--- src/rtl/abp_pkg.sv ---
// Constants and state encoding shared by the ABP packet receiver and transmitter.
package abp_pkg;

  localparam int ABP_PACKET_SIZE = 64;
  localparam int ABP_VALUE_SIZE  = 4;
  localparam int ABP_BIT_OFFSET  = ABP_PACKET_SIZE - 1;

  typedef enum logic [1:0] {
    RECV,
    HOLD,
    DROP
  } abp_rx_state_t;

endpackage

--- src/rtl/abp_packet_rx_if.sv ---
// MAC RX byte stream plus the ABP hyperdata handshake, as seen by the receiver (slave) and its environment (master).
interface abp_packet_rx_if
  import abp_pkg::*;
#(
  parameter int DATA_WIDTH = 8,
  parameter int VALUE_SIZE = ABP_VALUE_SIZE
);

  logic                    s_eth_rx_tvalid;
  logic [DATA_WIDTH-1:0]   s_eth_rx_tdata;
  logic                    s_eth_rx_tlast;
  logic                    s_eth_rx_tuser;
  logic                    s_eth_rx_tready;
  logic                    m_abp_valid;
  logic                    m_abp_ready;
  logic [VALUE_SIZE*8-1:0] m_abp_value;
  logic                    m_abp_bit;

  modport master (
    output s_eth_rx_tvalid, s_eth_rx_tdata, s_eth_rx_tlast, s_eth_rx_tuser, m_abp_ready,
    input  s_eth_rx_tready, m_abp_valid, m_abp_value, m_abp_bit
  );

  modport slave (
    input  s_eth_rx_tvalid, s_eth_rx_tdata, s_eth_rx_tlast, s_eth_rx_tuser, m_abp_ready,
    output s_eth_rx_tready, m_abp_valid, m_abp_value, m_abp_bit
  );

endinterface

--- src/rtl/abp_packet_rx.sv ---
// Alternating-bit-protocol receiver: parses fixed-size frames from the MAC RX stream into one
// value/bit hyperdata transfer per good frame, dropping and flagging malformed frames.
module abp_packet_rx
  import abp_pkg::*;
#(
  parameter int DATA_WIDTH  = 8,
  parameter int VALUE_SIZE  = ABP_VALUE_SIZE,
  parameter int PACKET_SIZE = ABP_PACKET_SIZE
) (
  input  logic             aclk,
  input  logic             resetn,
  abp_packet_rx_if.slave   rx,
  output logic             frame_error,
  output logic             busy
);

  localparam int CW = $clog2(PACKET_SIZE) + 1;
  localparam int IW = (VALUE_SIZE > 1) ? $clog2(VALUE_SIZE) : 1;
  localparam logic [CW-1:0] LAST_IDX = CW'(PACKET_SIZE - 1);
  localparam logic [CW-1:0] VAL_END  = CW'(VALUE_SIZE);

  abp_rx_state_t            state;
  logic [CW-1:0]            cnt;
  logic                     tready;
  logic                     valid;
  logic [VALUE_SIZE*8-1:0]  value;
  logic                     abp_bit;
  logic [VALUE_SIZE-1:0][7:0] shadow;
  logic [IW-1:0]            slot;
  logic                     beat;

  assign rx.s_eth_rx_tready = tready;
  assign rx.m_abp_valid     = valid;
  assign rx.m_abp_value     = value;
  assign rx.m_abp_bit       = abp_bit;

  assign beat = rx.s_eth_rx_tvalid && tready;
  // Byte 0 lands in the most significant slot.
  assign slot = IW'(VAL_END - CW'(1) - cnt);

  always_ff @(posedge aclk) begin
    if (state == RECV && beat && cnt < VAL_END) begin
      shadow[slot] <= rx.s_eth_rx_tdata[7:0];
    end
  end

  always_ff @(posedge aclk) begin
    if (!resetn) begin
      state       <= RECV;
      cnt         <= '0;
      tready      <= 1'b0;
      valid       <= 1'b0;
      value       <= '0;
      abp_bit     <= 1'b0;
      frame_error <= 1'b0;
      busy        <= 1'b0;
    end else begin
      frame_error <= 1'b0;
      case (state)
        RECV: begin
          tready <= 1'b1;
          if (beat) begin
            if (rx.s_eth_rx_tlast) begin
              cnt <= '0;
              if (cnt == LAST_IDX && !rx.s_eth_rx_tuser) begin
                value   <= shadow;
                abp_bit <= rx.s_eth_rx_tdata[0];
                valid   <= 1'b1;
                tready  <= 1'b0;
                busy    <= 1'b1;
                state   <= HOLD;
              end else begin
                frame_error <= 1'b1;
                busy        <= 1'b0;
              end
            end else if (cnt == LAST_IDX) begin
              // Frame runs past its fixed length: flag once, swallow the rest.
              frame_error <= 1'b1;
              busy        <= 1'b1;
              state       <= DROP;
            end else begin
              cnt  <= cnt + CW'(1);
              busy <= 1'b1;
            end
          end
        end
        HOLD: begin
          if (valid && rx.m_abp_ready) begin
            valid  <= 1'b0;
            tready <= 1'b1;
            busy   <= 1'b0;
            state  <= RECV;
          end
        end
        DROP: begin
          tready <= 1'b1;
          if (beat && rx.s_eth_rx_tlast) begin
            cnt   <= '0;
            busy  <= 1'b0;
            state <= RECV;
          end
        end
        default: begin
          state  <= RECV;
          cnt    <= '0;
          tready <= 1'b0;
          valid  <= 1'b0;
          busy   <= 1'b0;
        end
      endcase
    end
  end

endmodule

--- src/flat_wrapper.sv ---
// flat-port wrapper written by rule: the top's interface ports become plain ports
module abp_packet_rx_flat import abp_pkg::*;
#(
  parameter int DATA_WIDTH  = 8,
  parameter int VALUE_SIZE  = ABP_VALUE_SIZE,
  parameter int PACKET_SIZE = ABP_PACKET_SIZE
)
  (aclk, resetn, frame_error, busy, rx_s_eth_rx_tvalid, rx_s_eth_rx_tdata, rx_s_eth_rx_tlast, rx_s_eth_rx_tuser, rx_m_abp_ready, rx_s_eth_rx_tready, rx_m_abp_valid, rx_m_abp_value, rx_m_abp_bit);
  abp_packet_rx_if #(.DATA_WIDTH(DATA_WIDTH), .VALUE_SIZE(VALUE_SIZE)) rx_i ();
  input  logic aclk;
  input  logic resetn;
  output logic frame_error;
  output logic busy;
  input wire logic [$bits(rx_i.s_eth_rx_tvalid)-1:0] rx_s_eth_rx_tvalid;
  input wire logic [$bits(rx_i.s_eth_rx_tdata)-1:0] rx_s_eth_rx_tdata;
  input wire logic [$bits(rx_i.s_eth_rx_tlast)-1:0] rx_s_eth_rx_tlast;
  input wire logic [$bits(rx_i.s_eth_rx_tuser)-1:0] rx_s_eth_rx_tuser;
  input wire logic [$bits(rx_i.m_abp_ready)-1:0] rx_m_abp_ready;
  output wire logic [$bits(rx_i.s_eth_rx_tready)-1:0] rx_s_eth_rx_tready;
  output wire logic [$bits(rx_i.m_abp_valid)-1:0] rx_m_abp_valid;
  output wire logic [$bits(rx_i.m_abp_value)-1:0] rx_m_abp_value;
  output wire logic [$bits(rx_i.m_abp_bit)-1:0] rx_m_abp_bit;
  assign rx_i.s_eth_rx_tvalid = rx_s_eth_rx_tvalid;
  assign rx_i.s_eth_rx_tdata = rx_s_eth_rx_tdata;
  assign rx_i.s_eth_rx_tlast = rx_s_eth_rx_tlast;
  assign rx_i.s_eth_rx_tuser = rx_s_eth_rx_tuser;
  assign rx_i.m_abp_ready = rx_m_abp_ready;
  assign rx_s_eth_rx_tready = rx_i.s_eth_rx_tready;
  assign rx_m_abp_valid = rx_i.m_abp_valid;
  assign rx_m_abp_value = rx_i.m_abp_value;
  assign rx_m_abp_bit = rx_i.m_abp_bit;
  abp_packet_rx #(.DATA_WIDTH(DATA_WIDTH), .VALUE_SIZE(VALUE_SIZE), .PACKET_SIZE(PACKET_SIZE)) u_core (.aclk(aclk), .resetn(resetn), .rx(rx_i), .frame_error(frame_error), .busy(busy));
endmodule
--- config.mk ---
export PLATFORM = sky130hd
export DESIGN_NAME = abp_packet_rx_flat
export DESIGN_NICKNAME = d
export VERILOG_FILES = /design/src/rtl/abp_pkg.sv /design/src/rtl/abp_packet_rx_if.sv /design/src/rtl/abp_packet_rx.sv /design/src/flat_wrapper.sv
export SDC_FILE = /design/constraint.sdc
export NUM_CORES = 1
export LEC_CHECK = 0
export ABC_AREA = 0
export CELL_PAD_IN_SITES_DETAIL_PLACEMENT = 1
export CELL_PAD_IN_SITES_GLOBAL_PLACEMENT = 1
export CORE_MARGIN = 10
export CORE_UTILIZATION = 44
export DETAILED_ROUTE_END_ITERATION = 7
export GPL_TIMING_DRIVEN = 0
export PLACE_DENSITY_LB_ADDON = 0.1
export SETUP_SLACK_MARGIN = 0.2
export SYNTH_ARGS = -nofsm -noshare
export SYNTH_HDL_FRONTEND = slang
export SYNTH_SLANG_ARGS = --single-unit
--- constraint.sdc ---
create_clock -name aclk -period 6.1 [get_ports aclk]
set_clock_uncertainty 0.2 [all_clocks]
set_input_delay 0.61 -clock aclk [delete_from_list [all_inputs] [get_ports aclk]]
set_output_delay 0.61 -clock aclk [all_outputs]
set_load 0.005 [all_outputs]
Word level (Yosys, flattened, before mapping)
Cells that the tools add are included.

Bits of input ports: 14. Bits in read-only memories: 0. Bits in registers: 78. Latch bits: 0. Memory bits (writable): 0. Output and inout port bits: 37. Memories kept: 0. Logic and storage cells: 77.

Bitwise logic cells: 2. Reductions and logical operators: 15. Equality and inequality tests: 11. Add/sub/neg operators: 2. Div/mod/pow operators: 0. Multipliers: 0. Magnitude comparators: 3. Shifts and indexed selects: 0. Muxes and demuxes: 32.

Operators by type and width (count): 32-bit bitwise mux (1); 7-bit 2-to-1 mux (4); 7-bit one-hot mux with 3 select lines (1); 8-bit demux with 2-bit select (1); 1-bit 2-to-1 mux (14); 2-bit 2-to-1 mux (6); 5-bit AND reduction (2); 3-bit inequality test, second input constant (3); 1-bit one-hot mux with 3 select lines (3); 8-bit 2-to-1 mux (1); 4-bit AND reduction (2); 7-bit by 1-bit adder with 7-bit output, second input constant (1); 7-bit by 6-bit equality test with 1-bit output, second input constant (1); 1-bit logical AND (7); 7-bit by 3-bit less-than comparator with 1-bit output, second input constant (1); 2-bit by 1-bit inequality test with 1-bit output, second input constant (3); 2-bit one-hot mux with 3 select lines (1); 3-bit AND reduction (2); 2-bit inequality test, second input constant (2); 2-bit by 3-bit less-than comparator with 1-bit output, second input constant (1); 2-bit by 1-bit equality test with 1-bit output, second input constant (1); 2-bit equality test, second input constant (1); 2-bit by 1-bit greater-or-equal comparator with 1-bit output, second input constant (1); 2-bit logical NOT (1); other kinds (3) (4).

Depth between registers and ports, before layout
Gate-level depths: netlist of run 1.

Depth after elaboration: 6. Depth in mapped cells: 9. Gate-level depth less buffers: 6.

Least setup slack after synthesis of run 1
Ideal clock, no wire load.

Kind: register to register. Start: reg u_core.state[0]. End: reg u_core.cnt[4]. Cell stages (with the launch flop): 9. Period minus slack after synthesis: 2225 ps. Data required time: 5830 ps. Setup slack: 3875 ps. Data arrival time: 1955 ps. Path buffers: 2. Library setup time: 70 ps. Cells stage by stage: dfxtp_1 inv_1 ha_1 buf_6 a2bb2oi_1 or3_1 buf_2 or4_1 a21boi_1.

Word-level cells in the longest chain between the ends: 3. Elaborated cells on any way between the ends: 9. Classes of those cells: eq/ne (5); mux (1); bitwise (1); reduce/logical (2).

RTL lines: start: declaration (RTL line abp_packet_rx.sv:22) `abp_rx_state_t state;`; start signal: assignment (RTL line abp_packet_rx.sv:49) `state <= RECV;`; start signal: assignment (RTL line abp_packet_rx.sv:71) `state <= HOLD;`; start signal: assignment (RTL line abp_packet_rx.sv:80) `state <= DROP;`; 2-bit equality test (tied with other cells) (RTL line abp_packet_rx.sv:59) `case (state)`; 2-bit by 1-bit inequality test with 1-bit output (no source line) (tied with other cells); 4-bit AND reduction (no source line); end signal: assignment (RTL line abp_packet_rx.sv:82) `cnt <= cnt + CW'(1);`; end: declaration (RTL line abp_packet_rx.sv:23) `logic [CW-1:0] cnt;`.

Several ways; a longest one is shown, not always the timed one. A chain may end at the register's enable or synchronous reset.

Worst setup path after layout of run 1
Start: in rx_s_eth_rx_tvalid. End: reg u_core.value[24], in the netlist u_core.rx.m_abp_value[24].

Word-level cells in the longest chain between the ends: 2.

RTL lines: start: declaration (RTL line flat_wrapper.sv:14) `input wire logic [$bits(rx_i.s_eth_rx_tvalid)-1:0] rx_s_eth_rx_tvalid;`; 1-bit logical AND (RTL line abp_packet_rx.sv:37) `assign beat = rx.s_eth_rx_tvalid && tready;`; 4-bit AND reduction (no source line); end signal: assignment (RTL line abp_packet_rx.sv:66) `value <= shadow;`; end: declaration (RTL line abp_packet_rx.sv:26) `logic [VALUE_SIZE*8-1:0] value;`.

Every way passes these cells.

==> results.yml, run 1 <==
global_route:
  grt_usage: 0.1523
  antenna_found_initial: 0
  overflow: 0
  busiest_layer: "met2"
  grt_max_degree: 14
  met1_usage: 0.1845
  grt_pass1_wl_um: 12210
  first_global_vias: 2346
  grt_util_met3: 0.02480
  use_met2: 0.2605
logic_synthesis:
  synth_edf_count: 32
  synth_ff_type: "dfxtp_1"
  synth.most_common_cell: "dfxtp_1"
  synth_common_cells: "dfxtp_1 (46), nand2_1 (41), nand3_1 (37)"
  avgSynthCellArea_um2: 10.58
  ys_types: 41
  postSynthCellCount: 285
  async_flop_share: 0
  synthTopCellsByArea: "edfxtp_1 (32%), dfxtp_1 (31%), nand3_1 (6.1%)"
  syn_area_um2: 3017
  yosysWarnings: 0
  synth-seq-cells: 78
  seq_area_frac_synth: 0.6238
  synth.top_cell.area_share: 0.3185
  syn-num-nets: 307
  synth_top_area_cell: "edfxtp_1"
critical_path:
  r2r_setup_slack_ns: 3.70
  crit_arrival_ns: 2.49
  endpoint_kind: "flip-flop"
  max_stage_delay_ns: 0.53
  path_class: "in -> reg"
  crit_path_start_kind: "input pin"
  crit_chain: "clkdlybuf4s50_1 -> and4_1 -> and4b_1 -> buf_2 -> buf_1 -> nand3_1 -> o21ai_0"
  required_ns: 6.17
  critPathSlowestCell: "clkdlybuf4s50_1"
  path_max_fanout: 10
  reg2reg_depth: 8
clock_network:
  cts-root-buf: "clkbuf_8"
  htree_levels: 3
  cts_made_buffers: 9
  clk_latency_ns: 0.34
  path_clk_slew_ns: 0.08
  cts_tree: "built"
  clock_sinks: 78
  hold_buffers: 0
  clock_path_buffers: 2
  cts_resized: 0
  cts_setup_buffers: 0
routing:
  drtPass1Iterations: 4
  routed_wl_um: 7646
  wl_per_cell_um: 17.78
  via_per_inst: 5.398
  vias: 2321
  first_iter_violations: 66
  route.detailed.drc: 0
  detail-route-antenna-nets: 0
sta:
  finalSetupTns_ns: 0
  finalMaxSlewViolations: 0
  setup_slack_ns: 3.682
  hold_viol_final: 0
  max_slew.worst_pin.slew_ns: 0.9964
  fmax_mhz: 413.6
  setup_viol: 0
  rsz0062_at_grt: "false"
  layout_min_cycle_time_ns: 2.418
  slew_headroom: 0.3296
  holdWs_ns: 0.2568
  min_period_over_period: 0.3964
cells_and_area:
  antennaDiodeCount: 0
  instances_no_fill: 430
  area_growth_pct: 25.88
  fillerInstances: 750
  drive_gt1_frac: 0.05429
  final_core_util: 0.5652
  nets: 367
  final_area_um2: 3797
power_and_ir_drop:
  seqPwrFrac: 0.570
  switching_share: 0.2223
  ir_drop_uv: 128.1
  p_total_mw: 0.9645
  switchingPower_mw: 0.2144
  power_frac_comb: 0.041
  p_per_area_nw_per_um2: 254.0
  p_leak_nw: 1.280
  power.share.clock: 0.390
  p_int_mw: 0.7501
placement:
  placed_cell_area_um2: 3607
  place_hpwl_um: 5650
  globalplace.congestion: 0.8685
  io_buffers: 49
  placed_cells: 414
  dp_slack_ns: 3.325
floorplanning:
  chipHeight_um: 102.8
  start_util: 0.4490
  die_area_um2: 10570
  rows: 30
  io-pin-count: 51
  core_area_um2: 6719
  die_w_um: 102.8
outcome:
  run_status: "completed"
worst_hold_path:
  holdPathStages: 2
  hp-class: "reg -> reg"
run:
  cap_violations: 0
-- area by class of cell --
| class | count | area (um^2) | share of cell area |
|---|---|---|---|
| Sequential cell | 78 | 1882 | 0.4956 |
| Multi-Input combinational cell | 182 | 1030 | 0.2712 |
| Timing Repair Buffer | 49 | 490.5 | 0.1292 |
| Clock buffer | 10 | 127.6 | 0.03361 |
| Tap cell | 80 | 100.1 | 0.02636 |
| Buffer | 19 | 82.58 | 0.02175 |
| Clock inverter | 6 | 62.56 | 0.01647 |
| Inverter | 6 | 22.52 | 0.005931 |
-- layer usage --
layer / wire length [um] / up-vias
met5: 0 / -
met4: 122 / 0
met3: 278 / 8
met2: 3872 / 35
met1: 3373 / 1130
li1: - / 1148
-- kinds of logic after synthesis --
kind of cell	share of synthesized area
fa+ha+maj	0.03318
mux	0.003318
simple gates	0.1829
flops	0.6238
compound gates	0.1219
buf+inv	0.03484
-- power groups by stage --
| stage | sequential, mW | clock (mW) | combinational [mW] |
|---|---|---|---|
| 3_5_place_dp | 0.562 | 0 | 0.0399 |
| 4_1_cts | 0.550 | 0.384 | 0.0403 |
| 6_report | 0.549 | 0.376 | 0.0393 |
| 2_1_floorplan | 0.561 | 0 | 0.0173 |
| 3_3_place_gp | 0.562 | 0 | 0.0392 |
| 5_1_grt | 0.550 | 0.405 | 0.0442 |
-- sequential cells by signal, summed over array words and instances, names as in the netlist, 2 cells and up --
name                   cells
u_core.state               2
u_core.shadow             32
u_core.rx.m_abp_value     32
u_core.cnt                 7
-- cell usage in the layout (no fill, tap or decap), types with 2 or more instances in the layout --
cell type,synthesis,routed
nand2_1,41,41
and4b_1,2,2
nand3_1,37,37
a211oi_1,3,3
o21ai_0,36,36
clkinv_2,0,3
o22ai_1,2,2
clkdlybuf4s50_1,0,49
a21oi_1,6,6
edfxtp_1,32,32
o31ai_1,3,3
buf_2,3,3
clkbuf_1,10,11
nor2b_1,2,2
or4_1,4,4
nor2_1,3,3
nor3_1,5,5
a21boi_1,3,3
ha_1,8,8
and3_1,2,2
clkbuf_8,0,9
buf_1,5,5
inv_1,6,6
clkinv_4,0,2
dfxtp_1,46,46
and2_1,7,7
-- critical path, delay by kind of cell --
family | cells | cell delay (ns)
simple gates | 3 | 0.62
buf+inv | 3 | 1.17
compound gates | 1 | 0.10
-- worst paths after layout --
check,end,from
worst max-delay path,u_core.rx.m_abp_value[24]$_SDFFE_PN0P_,rx_s_eth_rx_tvalid
worst min-delay path,u_core.rx.m_abp_value[11]$_SDFFE_PN0P_,u_core.rx.m_abp_value[11]$_SDFFE_PN0P_
worst max register to register,u_core.cnt[3]$_SDFFE_PN0P_,u_core.state[0]$_SDFFE_PN0P_
worst min register to register,u_core.rx.m_abp_value[11]$_SDFFE_PN0P_,u_core.rx.m_abp_value[11]$_SDFFE_PN0P_
No activity file was read; power rests on OpenSTA's default activity.
==> run 2: changes to the inputs <==
--- a/config.mk
+++ b/config.mk
@@ -9,7 +9,7 @@
 export CELL_PAD_IN_SITES_DETAIL_PLACEMENT = 1
 export CELL_PAD_IN_SITES_GLOBAL_PLACEMENT = 1
 export CORE_MARGIN = 10
-export CORE_UTILIZATION = 44
+export CORE_UTILIZATION = 37
 export DETAILED_ROUTE_END_ITERATION = 7
 export GPL_TIMING_DRIVEN = 0
 export PLACE_DENSITY_LB_ADDON = 0.1
==> constraint.sdc (replaced) <==
create_clock -name aclk -period 2.1 [get_ports aclk]
set_clock_uncertainty 0.2 [all_clocks]
set_input_delay 0.21 -clock aclk [delete_from_list [all_inputs] [get_ports aclk]]
set_output_delay 0.21 -clock aclk [all_outputs]
set_load 0.005 [all_outputs]
==> run 2 against run 1 <==
The run now ends with setup timing left. Global-route usage shrank 0.83 points. Register-to-register slack lost 3.8 ns. Worst setup slack lost 3.8 ns. Flip-flop and latch count is the same. Hold slack lost 0.24 ns. Largest power group unchanged. Sequential share of layout area shrank 7.9 points. Clock power grew to 2.9 times the previous value. Wire length grew 16%. Die area grew 15%.
==> results.yml, run 2 (same netlist as run 1, synthesis figures left out) <==
outcome:
  run_status: "finished with violations"
  violations: "setup timing"
sta:
  hold_viol_final: 0
  setup_viol: 3
  min_period_over_period: 1.035
  finalMaxSlewViolations: 0
  layout_min_cycle_time_ns: 2.174
  rsz0062_at_grt: "true"
  fmax_mhz: 459.9
  finalSetupTns_ns: -0.1158
  setup_slack_ns: -0.07438
  slew_headroom: 0.4451
  max_slew.worst_pin.slew_ns: 0.8323
power_and_ir_drop:
  p_per_area_nw_per_um2: 619.4
  ir_drop_uv: 356.9
  seqPwrFrac: 0.567
  p_int_mw: 2.152
  p_leak_nw: 1.509
  switching_share: 0.2368
  power.share.clock: 0.382
  power_frac_comb: 0.051
  switchingPower_mw: 0.6675
placement:
  io_buffers: 49
  globalplace.congestion: 0.7920
  placed_cells: 436
  place_hpwl_um: 5720
routing:
  route.detailed.drc: 0
  first_iter_violations: 71
  via_per_inst: 5.279
  wl_met2_um: 4767
  drtPass1Iterations: 4
  detail-route-antenna-nets: 0
  vias: 2481
  dr_wl_met3_um: 368
  wl_met1_um: 3664
  highest_layer: "met4"
  wl_per_cell_um: 18.84
  routed_wl_um: 8856
clock_network:
  cts_made_buffers: 9
  clk_latency_ns: 0.34
  cts_tree: "built"
  path_clk_slew_ns: 0.08
  clock_sinks: 78
  clock_path_buffers: 2
  cts-root-buf: "clkbuf_8"
  htree_levels: 3
cells_and_area:
  drive_gt1_frac: 0.3152
  instances_no_fill: 470
  area_growth_pct: 50.89
  layout_commonest_cell: "clkdlybuf4s50_1"
  fillerInstances: 820
  nets: 385
  regArea_um2: 1894
  layout_common_cells: "clkdlybuf4s50_1 (49), nand2_1 (41), dfxtp_1 (40)"
  antennaDiodeCount: 0
  multi_input_area_um2: 1396
floorplanning:
  chipHeight_um: 110.3
  start_util: 0.3844
  io-pin-count: 51
  core_area_um2: 7848
  die_w_um: 110.3
  rows: 32
  die_area_um2: 12170
global_route:
  grt_usage: 0.1440
  antenna_found_initial: 0
  overflow: 0
  grt_pass1_wl_um: 13560
  grt_max_degree: 15
  first_global_vias: 2608
run:
  cap_violations: 0
critical_path:
  crit_chain: "inv_4 -> ha_4 -> buf_6 -> a2bb2oi_2 -> or3_4 -> buf_6 -> or4_1 -> a21boi_1"
  critPathSlowestCell: "or4_1"
  crit_path_start_kind: "flip-flop"
  path_max_fanout: 5
  endpoint_kind: "flip-flop"
  required_ns: 2.18
  cp_num_buf_inv: 3
  critPathTopFamily: "simple AND/OR/NAND/NOR gates"
  cp_common_cell: "buf_6"
  max_stage_delay_ns: 0.46
  path_class: "reg -> reg"
  crit_arrival_ns: 2.25
worst_hold_path:
  hp-class: "in -> reg"
[run 2: through the flow]
step	hold slack, ns	setup slack (ns)	power (mW)	utilization	area (um^2)
finish	0.01291	-0.07438	2.819	0.5800	4552
global route	0.02529	-0.1220	2.924	0.5800	4552
CTS	0.03851	-0.07648	2.843	0.5485	4304
detailed placement	0.2507	-0.3354	1.751	0.4659	3656
global placement	0.2454	-0.2923	1.748	0.4659	3656
floorplan	0.1089	-0.04777	1.682	-	3038
[run 2: path summary, 6_finish.rpt]
check / slack (ns) / depth (start not counted) / start / to
max reg2reg: -0.07 / 8 / u_core.state[1]$_SDFFE_PN0P_ / u_core.cnt[5]$_SDFFE_PN0P_
min reg2reg: 0.25 / 2 / u_core.rx.m_abp_value[27]$_SDFFE_PN0P_ / u_core.rx.m_abp_value[27]$_SDFFE_PN0P_
max: -0.07 / 8 / u_core.state[1]$_SDFFE_PN0P_ / u_core.cnt[5]$_SDFFE_PN0P_
min: 0.01 / 2 / rx_s_eth_rx_tlast / u_core.frame_error$_SDFF_PN0_
[run 2: area by class of cell]
type / instances / area share
clock buffers: 11 / 0.03353
clock inverters: 5 / 0.008521
flip-flops and latches: 78 / 0.4162
inverters: 6 / 0.005498
plain buffers: 19 / 0.04206
repair buffers: 67 / 0.1594
multi-input cells: 182 / 0.3068
well taps: 102 / 0.02804
[run 2: power groups by stage]
stage                     combinational [mW]  sequential, mW  clock [mW]
after detailed placement               0.119            1.63           0
final                                  0.145            1.60        1.08
after CTS                              0.140            1.60        1.11
after global placement                 0.117            1.63           0
after global routing                   0.158            1.60        1.17
after floorplan                       0.0519            1.63           0
[run 2: metal layers]
layer	up-vias	GRT usage
met5	-	0
met2	36	0.2580
met1	1252	0.1647
met4	0	0.04128
li1	1189	-
met3	4	0.03772
[run 2: what timing repair did]
action                                 in CTS  in global routing
setup endpoints to repair                  78                 70
buffers inserted                           10                  2
gates resized for setup                   126                 39
endpoints found under the hold margin       0                  0
hold buffers                                0                  0
gates cloned                                3                  3
pin swaps                                  39                  6
